### config.mk
export PLATFORM = sky130hd
export DESIGN_NAME = axi_mux_r
export DESIGN_NICKNAME = d
export VERILOG_FILES = /design/src/rtl/axi_mux_r.sv
export SDC_FILE = /design/constraint.sdc
export NUM_CORES = 1
export LEC_CHECK = 0
export ABC_AREA = 1
export CORE_AREA = 2 2 157 159
export CTS_CLUSTER_SIZE = 10
export DETAILED_ROUTE_END_ITERATION = 6
export DIE_AREA = 0 0 159 161
export PLACE_DENSITY = 0.71
export SYNTH_ARGS = -nofsm -noshare
export SYNTH_HDL_FRONTEND = slang
export SYNTH_SLANG_ARGS = --single-unit
### constraint.sdc
create_clock -name ACLK -period 2.5 [get_ports ACLK]
set_clock_uncertainty 0.2 [all_clocks]
set_input_delay 0.5 -clock ACLK [delete_from_list [all_inputs] [get_ports ACLK]]
set_output_delay 0.5 -clock ACLK [all_outputs]
set_load 0.01 [all_outputs]
### src/rtl/axi_mux_r.sv
// Read-channel mux: four AXI masters share one slave read port, one burst at a time.
// The slave R stream is buffered in a 2-entry FIFO and steered to the owning master.
module axi_mux_r #(
    parameter int unsigned AW = 32,
    parameter int unsigned DW = 32
) (
    input  logic          ACLK,
    input  logic          ARESETn,
    input  logic          s0_rgrnt,
    input  logic          s1_rgrnt,
    input  logic          s2_rgrnt,
    input  logic          s3_rgrnt,
    input  logic          s0_ARVALID,
    input  logic [AW-1:0] s0_ARADDR,
    input  logic [7:0]    s0_ARLEN,
    output logic          s0_ARREADY,
    output logic          s0_RVALID,
    output logic [DW-1:0] s0_RDATA,
    output logic [1:0]    s0_RRESP,
    output logic          s0_RLAST,
    input  logic          s0_RREADY,
    input  logic          s1_ARVALID,
    input  logic [AW-1:0] s1_ARADDR,
    input  logic [7:0]    s1_ARLEN,
    output logic          s1_ARREADY,
    output logic          s1_RVALID,
    output logic [DW-1:0] s1_RDATA,
    output logic [1:0]    s1_RRESP,
    output logic          s1_RLAST,
    input  logic          s1_RREADY,
    input  logic          s2_ARVALID,
    input  logic [AW-1:0] s2_ARADDR,
    input  logic [7:0]    s2_ARLEN,
    output logic          s2_ARREADY,
    output logic          s2_RVALID,
    output logic [DW-1:0] s2_RDATA,
    output logic [1:0]    s2_RRESP,
    output logic          s2_RLAST,
    input  logic          s2_RREADY,
    input  logic          s3_ARVALID,
    input  logic [AW-1:0] s3_ARADDR,
    input  logic [7:0]    s3_ARLEN,
    output logic          s3_ARREADY,
    output logic          s3_RVALID,
    output logic [DW-1:0] s3_RDATA,
    output logic [1:0]    s3_RRESP,
    output logic          s3_RLAST,
    input  logic          s3_RREADY,
    output logic          m_ARVALID,
    output logic [AW-1:0] m_ARADDR,
    output logic [7:0]    m_ARLEN,
    input  logic          m_ARREADY,
    input  logic          m_RVALID,
    input  logic [DW-1:0] m_RDATA,
    input  logic [1:0]    m_RRESP,
    input  logic          m_RLAST,
    output logic          m_RREADY,
    output logic          rd_busy,
    output logic          rlast_err
);

    localparam int unsigned NM = 4;
    localparam int unsigned LW = 8;

    typedef enum logic [1:0] {IDLE, ADDR, DATA} state_t;

    typedef struct packed {
        logic [DW-1:0] data;
        logic [1:0]    resp;
        logic          last;
    } beat_t;

    state_t        r_state;
    state_t        w_state_nxt;
    logic [1:0]    r_owner;
    logic [LW-1:0] r_cnt;
    logic [AW-1:0] r_araddr;
    logic [LW-1:0] r_arlen;
    beat_t         r_fifo [2];
    logic          r_wptr;
    logic          r_rptr;
    logic [1:0]    r_count;
    logic          r_rlast_err;

    logic [NM-1:0] w_grnt;
    logic [NM-1:0] w_arvalid;
    logic [NM-1:0] w_rready;
    logic [AW-1:0] w_araddr [NM];
    logic [LW-1:0] w_arlen  [NM];
    logic [1:0]    w_sel;
    logic          w_sel_vld;
    logic [NM-1:0] w_arready;
    logic [NM-1:0] w_rvalid;
    logic          w_ar_take;
    logic          w_ar_hs;
    logic          w_m_arvalid;
    logic          w_m_rready;
    logic          w_push;
    logic          w_pop;
    logic          w_fifo_clr;
    logic          w_cnt_zero;
    beat_t         w_head;

    assign w_grnt    = {s3_rgrnt, s2_rgrnt, s1_rgrnt, s0_rgrnt};
    assign w_arvalid = {s3_ARVALID, s2_ARVALID, s1_ARVALID, s0_ARVALID};
    assign w_rready  = {s3_RREADY, s2_RREADY, s1_RREADY, s0_RREADY};
    assign w_araddr[0] = s0_ARADDR;
    assign w_araddr[1] = s1_ARADDR;
    assign w_araddr[2] = s2_ARADDR;
    assign w_araddr[3] = s3_ARADDR;
    assign w_arlen[0]  = s0_ARLEN;
    assign w_arlen[1]  = s1_ARLEN;
    assign w_arlen[2]  = s2_ARLEN;
    assign w_arlen[3]  = s3_ARLEN;

    // Lowest-numbered granted master wins.
    always_comb begin
        w_sel     = 2'd0;
        w_sel_vld = 1'b0;
        for (int i = 3; i >= 0; i--) begin
            if (w_grnt[i]) begin
                w_sel     = 2'(i);
                w_sel_vld = 1'b1;
            end
        end
    end

    assign w_head     = r_fifo[r_rptr];
    assign w_cnt_zero = (r_cnt == '0);
    assign w_push     = w_m_rready & m_RVALID;
    assign w_fifo_clr = w_pop & w_head.last;

    always_ff @(posedge ACLK or negedge ARESETn) begin
        if (!ARESETn) begin
            r_state <= IDLE;
        end else begin
            r_state <= w_state_nxt;
        end
    end

    always_comb begin
        w_state_nxt = r_state;
        w_arready   = '0;
        w_rvalid    = '0;
        w_ar_take   = 1'b0;
        w_ar_hs     = 1'b0;
        w_m_arvalid = 1'b0;
        w_m_rready  = 1'b0;
        w_pop       = 1'b0;
        case (r_state)
            IDLE: begin
                if (w_sel_vld) begin
                    w_arready[w_sel] = 1'b1;
                    if (w_arvalid[w_sel]) begin
                        w_ar_take   = 1'b1;
                        w_state_nxt = ADDR;
                    end
                end
            end
            ADDR: begin
                w_m_arvalid = 1'b1;
                if (m_ARREADY) begin
                    w_ar_hs     = 1'b1;
                    w_state_nxt = DATA;
                end
            end
            DATA: begin
                w_m_rready = (r_count != 2'd2);
                if (r_count != 2'd0) begin
                    w_rvalid[r_owner] = 1'b1;
                    if (w_rready[r_owner]) begin
                        w_pop = 1'b1;
                        if (w_head.last) begin
                            w_state_nxt = IDLE;
                        end
                    end
                end
            end
            default: w_state_nxt = IDLE;
        endcase
    end

    // AR capture, beat counter, length checker and R FIFO.
    always_ff @(posedge ACLK or negedge ARESETn) begin
        if (!ARESETn) begin
            r_owner     <= 2'd0;
            r_cnt       <= '0;
            r_araddr    <= '0;
            r_arlen     <= '0;
            r_wptr      <= 1'b0;
            r_rptr      <= 1'b0;
            r_count     <= 2'd0;
            r_rlast_err <= 1'b0;
            for (int i = 0; i < 2; i++) begin
                r_fifo[i] <= '0;
            end
        end else begin
            if (w_ar_take) begin
                r_owner  <= w_sel;
                r_araddr <= w_araddr[w_sel];
                r_arlen  <= w_arlen[w_sel];
            end
            if (w_ar_hs) begin
                r_cnt <= r_arlen;
            end else if (w_push && !w_cnt_zero) begin
                r_cnt <= r_cnt - LW'(1);
            end
            r_rlast_err <= w_push & (m_RLAST ^ w_cnt_zero);
            if (w_push) begin
                r_fifo[r_wptr] <= '{data: m_RDATA, resp: m_RRESP, last: m_RLAST};
            end
            if (w_fifo_clr) begin
                r_wptr  <= 1'b0;
                r_rptr  <= 1'b0;
                r_count <= 2'd0;
            end else begin
                if (w_push) begin
                    r_wptr <= ~r_wptr;
                end
                if (w_pop) begin
                    r_rptr <= ~r_rptr;
                end
                r_count <= r_count + 2'(w_push) - 2'(w_pop);
            end
        end
    end

    assign m_ARVALID = w_m_arvalid;
    assign m_ARADDR  = r_araddr;
    assign m_ARLEN   = r_arlen;
    assign m_RREADY  = w_m_rready;
    assign rd_busy   = (r_state != IDLE);
    assign rlast_err = r_rlast_err;

    assign s0_ARREADY = w_arready[0];
    assign s1_ARREADY = w_arready[1];
    assign s2_ARREADY = w_arready[2];
    assign s3_ARREADY = w_arready[3];

    // Only the owner sees the FIFO head; everyone else reads zeros.
    assign s0_RVALID = w_rvalid[0];
    assign s0_RDATA  = w_rvalid[0] ? w_head.data : '0;
    assign s0_RRESP  = w_rvalid[0] ? w_head.resp : 2'd0;
    assign s0_RLAST  = w_rvalid[0] & w_head.last;
    assign s1_RVALID = w_rvalid[1];
    assign s1_RDATA  = w_rvalid[1] ? w_head.data : '0;
    assign s1_RRESP  = w_rvalid[1] ? w_head.resp : 2'd0;
    assign s1_RLAST  = w_rvalid[1] & w_head.last;
    assign s2_RVALID = w_rvalid[2];
    assign s2_RDATA  = w_rvalid[2] ? w_head.data : '0;
    assign s2_RRESP  = w_rvalid[2] ? w_head.resp : 2'd0;
    assign s2_RLAST  = w_rvalid[2] & w_head.last;
    assign s3_RVALID = w_rvalid[3];
    assign s3_RDATA  = w_rvalid[3] ? w_head.data : '0;
    assign s3_RRESP  = w_rvalid[3] ? w_head.resp : 2'd0;
    assign s3_RLAST  = w_rvalid[3] & w_head.last;

endmodule

==> impl_summary.log <==
[metrics] leading cell type in the layout, fill and taps excluded: sky130_fd_sc_hd__nand2_1
[metrics] First DRT Iteration DRCs: 641
[metrics] clock buffer depth: 2
[metrics] Maximum Capacitance Violations: 0
[metrics] commonest register cell after synthesis: sky130_fd_sc_hd__dfrtp_1
[metrics] residual DRC count: 0
[metrics] worst relative slew slack: 0.5735
[metrics] final period demand of the worst path: 2.627 ns
[metrics] vias per std cell: 4.870
[metrics] clock latency on the worst-skew pair: 0.41 ns
[metrics] TritonCTS Buffers: 17
[metrics] area growth from synthesis to final layout: 73.27%
[metrics] maximum achievable frequency: 380.6 MHz
[metrics] largest net degree at the start of global routing: 71
[metrics] required time at the endpoint of the critical path: 1.80 ns
[metrics] largest fanout on the critical path: 17
[metrics] post-DP HPWL: 23690 um
[metrics] floorplan die width: 159 um
[metrics] Die ar.: 25600 um2
[metrics] Seq/Total Area, Yosys: 0.3808
[metrics] DP Area: 13010 um2
[metrics] CTS root buffer: sky130_fd_sc_hd__clkbuf_16
[metrics] net total in the final layout: 1963
[metrics] Hold Vio Cnt, Final: 0
[metrics] floorplan row count: 57
[metrics] register area: 3181 um2
[metrics] portion of synthesized cell area occupied by the leading cell type: 0.3808
[metrics] critical path endpoint category: primary output
[metrics] outcome: complete, but fails checks
[metrics] Total GRT Usage: 0.2612
[metrics] drt total wl: 34940 um
[metrics] startpoint-to-endpoint class of the critical path: reg2out
[metrics] routed length per placed instance: 16.75 um
[metrics] Final Worst Setup Slack: -0.1274 ns
[metrics] worst hold margin: 0.2733 ns
[metrics] share of synthesized registers carrying an async set or reset: 1.000
[metrics] CTS sink cnt: 127
[metrics] placed cell count: 2026
[metrics] footprint of the multi-input gates: 4705 um2
[metrics] Yosys warning total: 0
[metrics] EDFF count, synth: 0
[metrics] R2R cell count: 14
[metrics] initial antenna violation count: 2
[metrics] via count: 10.16k
[metrics] transition time at the pin with the least slew margin: 0.6354 ns
[metrics] PortBufs: 402
[metrics] y dimension of the die: 161 um
[metrics] endpoints failing setup: 75
[metrics] endpoint of the lowest-slack register-to-register path: r_count[1]
[metrics] Worst Hold Path EP: m_ARADDR[5]
[metrics] top post-synthesis cells by area: sky130_fd_sc_hd__dfrtp_1 (38%), sky130_fd_sc_hd__nand2_1 (17%), sky130_fd_sc_hd__nand3_1 (13%)
[metrics] CORE AREA: 23960 um2
[metrics] pwr dens: 965.3 nW/um2
[metrics] via count of the first global-routing pass: 9733
[metrics] number of nets produced by synthesis: 1534
[metrics] detailed-routing iteration count for the pre-antenna-repair pass: 7
[metrics] Cells on Worst Hold Path: 2
[metrics] maximum vdd drop: 537.4 uV
[metrics] critical path startpoint category: flop
[metrics] Worst Path Arrival: 1.93 ns
[metrics] path class of the lowest-slack min-delay path: reg2reg
[metrics] routability congestion estimate from global placement: 0.9129
[metrics] count of antenna-violating nets left after detailed routing: 0
[metrics] startpoint of the most critical hold path: m_ARADDR[5]
[metrics] I/O Pins: 403
[metrics] fraction of final layout cells with drive strength greater than 1: 0.2351
[metrics] Reg2Reg Launch Point: r_owner[1]
[metrics] post-route cell area: 14460 um2
[metrics] Initial Util: 0.3483
[metrics] post-route non-filler standard cell count: 2086
[metrics] highest-count cells in the layout ignoring fill and taps: sky130_fd_sc_hd__nand2_1 (385), sky130_fd_sc_hd__clkdlybuf4s50_1 (249), sky130_fd_sc_hd__nand3_1 (218)
[metrics] leak pwr: 0.007346 uW
[metrics] final max-slew violation count: 0
[metrics] H-tree depth: 4
[metrics] count of state elements after synthesis: 127
[metrics] count of fill cells added during filler insertion: 2257
[metrics] failing checks: negative setup slack
[metrics] clock-pin slew on the worst setup and hold paths: 0.06 ns
[metrics] mean post-synth cell area: 6.327 um2
[metrics] total negative slack: -3.823 ns
[metrics] wire length of the first global-routing pass: 52720 um
[metrics] mapped cell area: 8346 um2
[metrics] slack of the worst reg-to-reg path: 0.22 ns
[metrics] clock tree from TritonCTS: built
[metrics] final worst-path cycle share: 1.051
[metrics] cell accounting for the most synthesized area: sky130_fd_sc_hd__dfrtp_1
[metrics] total overflow reported by the global router: 0
[metrics] number of distinct standard cells referenced by the synthesized netlist: 28
[metrics] post-synthesis instance total: 1319
[metrics] RSZ-0062 raised after global routing: yes
-- worst max path at each step --
stage	from	end	slack, ns	cells after the start
floorplan	r_state[0]	r_count[1]	0.24	13
global placement	s1_rgrnt	s2_ARREADY	-0.27	7
detailed placement	s1_rgrnt	s2_ARREADY	-0.29	7
CTS	r_state[0]	s2_RLAST	-0.19	9
global route	r_state[0]	s1_RDATA[0]	-0.23	10
finish	r_state[0]	s1_RDATA[0]	-0.13	10
-- critical path, cell delays in order, from the launching register on --
cell	delay, ns
sky130_fd_sc_hd__dfrtp_1	0.39
sky130_fd_sc_hd__inv_2	0.08
sky130_fd_sc_hd__nand2_4	0.06
sky130_fd_sc_hd__nor2_4	0.11
sky130_fd_sc_hd__inv_4	0.07
sky130_fd_sc_hd__buf_4	0.14
sky130_fd_sc_hd__nor2_4	0.14
sky130_fd_sc_hd__inv_4	0.07
sky130_fd_sc_hd__buf_16	0.16
sky130_fd_sc_hd__nor2_1	0.13
sky130_fd_sc_hd__buf_2	0.16
-- report_power, final --
part,internal (uW),total [uW],switching [uW]
registers,3040,3640,599
logic,3090,7480,4390
clock network,1880,2840,959
-- cells by family after synthesis --
group           share of synthesized area
simple gates                       0.3927
flops                              0.3808
xor+xnor                         0.008396
fa+ha+maj                        0.005997
compound gates                    0.07046
buf+inv                            0.1417
-- area by class of cell --
type / count / share of cell area
Timing Repair Buffer: 495 / 0.3271
Multi-Input combinational cell: 908 / 0.3253
Sequential cell: 127 / 0.2200
Inverter: 199 / 0.05321
Clock buffer: 19 / 0.02994
Tap cell: 324 / 0.02804
Clock inverter: 13 / 0.01627
Antenna cell: 1 / 0.0001731
-- per-stage QoR --
step,setup slack [ns],utilization,total power (uW)
detailed placement,-0.2873,0.5429,9620
CTS,-0.1900,0.5704,12870
floorplan,0.2426,-,6506
global placement,-0.2726,0.5429,9495
finish,-0.1274,0.6034,13960
global route,-0.2302,0.6034,14850
-- timing repair --
action / 4_1_cts / 5_1_grt
resized for setup: 594 / 279
cloned: 8 / 5
pin swaps: 3 / 8
setup endpoints to repair: 150 / 145
endpoints found under the hold margin: 35 / 0
buffers inserted: 7 / 9
hold buffers: 1 / 0
-- per-layer routing --
layer	vias to the layer above	part of all wire	global-route usage
met5	-	0.00052	0
met4	2	0.036	0.1293
met3	70	0.076	0.07242
met2	457	0.51	0.4468
met1	4708	0.38	0.3023
li1	4922	-	-
-- cells in the mapped netlist, types with 4 or more instances --
cell and instances:
sky130_fd_sc_hd__buf_6 5, sky130_fd_sc_hd__inv_2 9, sky130_fd_sc_hd__o21ai_0 107, sky130_fd_sc_hd__nor2_1 155, sky130_fd_sc_hd__nand2_1 389, sky130_fd_sc_hd__nand2_2 4
sky130_fd_sc_hd__clkbuf_1 21, sky130_fd_sc_hd__nand3_1 218, sky130_fd_sc_hd__ha_1 4, sky130_fd_sc_hd__dfrtp_1 127, sky130_fd_sc_hd__nor2_2 7, sky130_fd_sc_hd__inv_1 189
sky130_fd_sc_hd__xor2_1 5, sky130_fd_sc_hd__buf_2 58
-- sequential cells by signal (all words and copies together), names as in the netlist --
signal and cells:
r_fifo 70, m_ARADDR 32, m_ARLEN 8, r_cnt 8, r_count 2, r_owner 2, r_state 2, r_rptr 1
r_wptr 1, rlast_err 1
(Power assumes the default switching activity.)
==> patch: new RTL, same settings <==
Re-encode `state_t` (3 states) as one-hot, 3 bits wide.
--- a/src/rtl/axi_mux_r.sv
+++ b/src/rtl/axi_mux_r.sv
@@ -64,3 +64,3 @@
 
-    typedef enum logic [1:0] {IDLE, ADDR, DATA} state_t;
+    typedef enum logic [2:0] {IDLE = 3'b001, ADDR = 3'b010, DATA = 3'b100} state_t;
 
Formal check against the unedited RTL: no difference found for any inputs over 4 cycles, from zero or initial values and one cycle with ARESETn low; so few cycles prove little.
==> patch against the original RTL <==
  * The flow still finishes with violations (setup timing)
  * Critical path type unchanged
  * Routed wire length increased by 3.1%
  * Combinational power decreased by 25%
  * Register-to-register slack got worse by 120 ps
  * Total power decreased by 16%
  * Setup slack got worse by 65 ps
  * Final cell count increased by 1.3%
  * Synthesized area increased by 0.66%
  * Sequential cell count increased by 1
  * Final area increased by 3.9%
  * Critical endpoint is now s3_RDATA[28]
==> patch: results <==
status:
  status: "finished, violations left"
  violations: "setup timing"
clocking:
  cts_setup_buffers: 28
  cts_resized: 521
drt:
  first_pass_iters: 5
  wl_met2_mm: 18.2
  maxUsedRoutingLayer: "met4"
  viasPerCell: 4.97
  wl_met1_mm: 13.7
  num_vias: 10500
  met3_length_mm: 2.90
  drtIter0Drc: 571
final_layout:
  layout-drive-gt1-share: 0.256
setup_path:
  cp_max_fo: 6
  crit_start: "r_state[1]$_DFFE_PN0P_"
  critPathArrivalTime_ps: 1990
  worstSetupEndpoint: "s3_RDATA[28]"
  rr_worst_depth: 13
sta:
  setup_ws_ps: -192
  finalSetupViolCount: 124
grt:
  grt_pass1_vias: 9845
  track_usage: 0.265
  use_met1: 0.313
  use_met2: 0.467
  grt_first_pass_wirelength_mm: 53.5
  grtUsageMet3: 0.0652
placed_design:
  dp_hpwl_mm: 23.4
synth:
  ys_top_cells_by_count: "nand2_1, nand3_1, inv_1, nor2_1, dfrtp_1"
  ys_seq_area_frac: 0.381
  ys_types: 32
  synthTopCellsByArea: "dfrtp_1, nand2_1, nand3_1, inv_1, nor2_1"
worst_hold_path:
  hold_path_end: "m_ARADDR[15]$_DFFE_PN0P_"
power:
  pg_comb_uw: 5610
  p_leak_uw: 0.00750
  power_clock_uw: 2530
patch: metrics by stage:
step | cell area [um2] | setup WS [ps] | TNS [ps] | hold WS (ps)
finish | 15000 | -192 | -11040 | 281
global placement | 13100 | -291 | -13680 | 264
floorplan | 8400 | 198 | 0 | 4.41
CTS | 14300 | -245 | -18820 | 285
detailed placement | 13100 | -239 | -16030 | 271
global route | 15000 | -261 | -20630 | 305
patch: logic make-up (layout without fill, tap and decap cells):
logic type | count (synthesis) | in the layout | share of synthesized area
AOI/OAI and AO/OA | 110 | 110 | 0.0663
xor gates and xnor gates | 9 | 9 | 0.00938
adders and majority gates | 4 | 4 | 0.00596
DFF | 128 | 128 | 0.381
and+or+nand+nor | 789 | 789 | 0.404
buffers and inverters | 279 | 749 | 0.133
patch: area by class of cell:
type                       instances  area, um2
clock buffer                      19        443
clock inverter                    13        163
fill                            2042       8940
inverter                         191        756
multi-input combinational        912       4760
sequential                       128       3210
tap                              324        405
timing repair buffer             525       5270
timing repair inverter             1       16.3
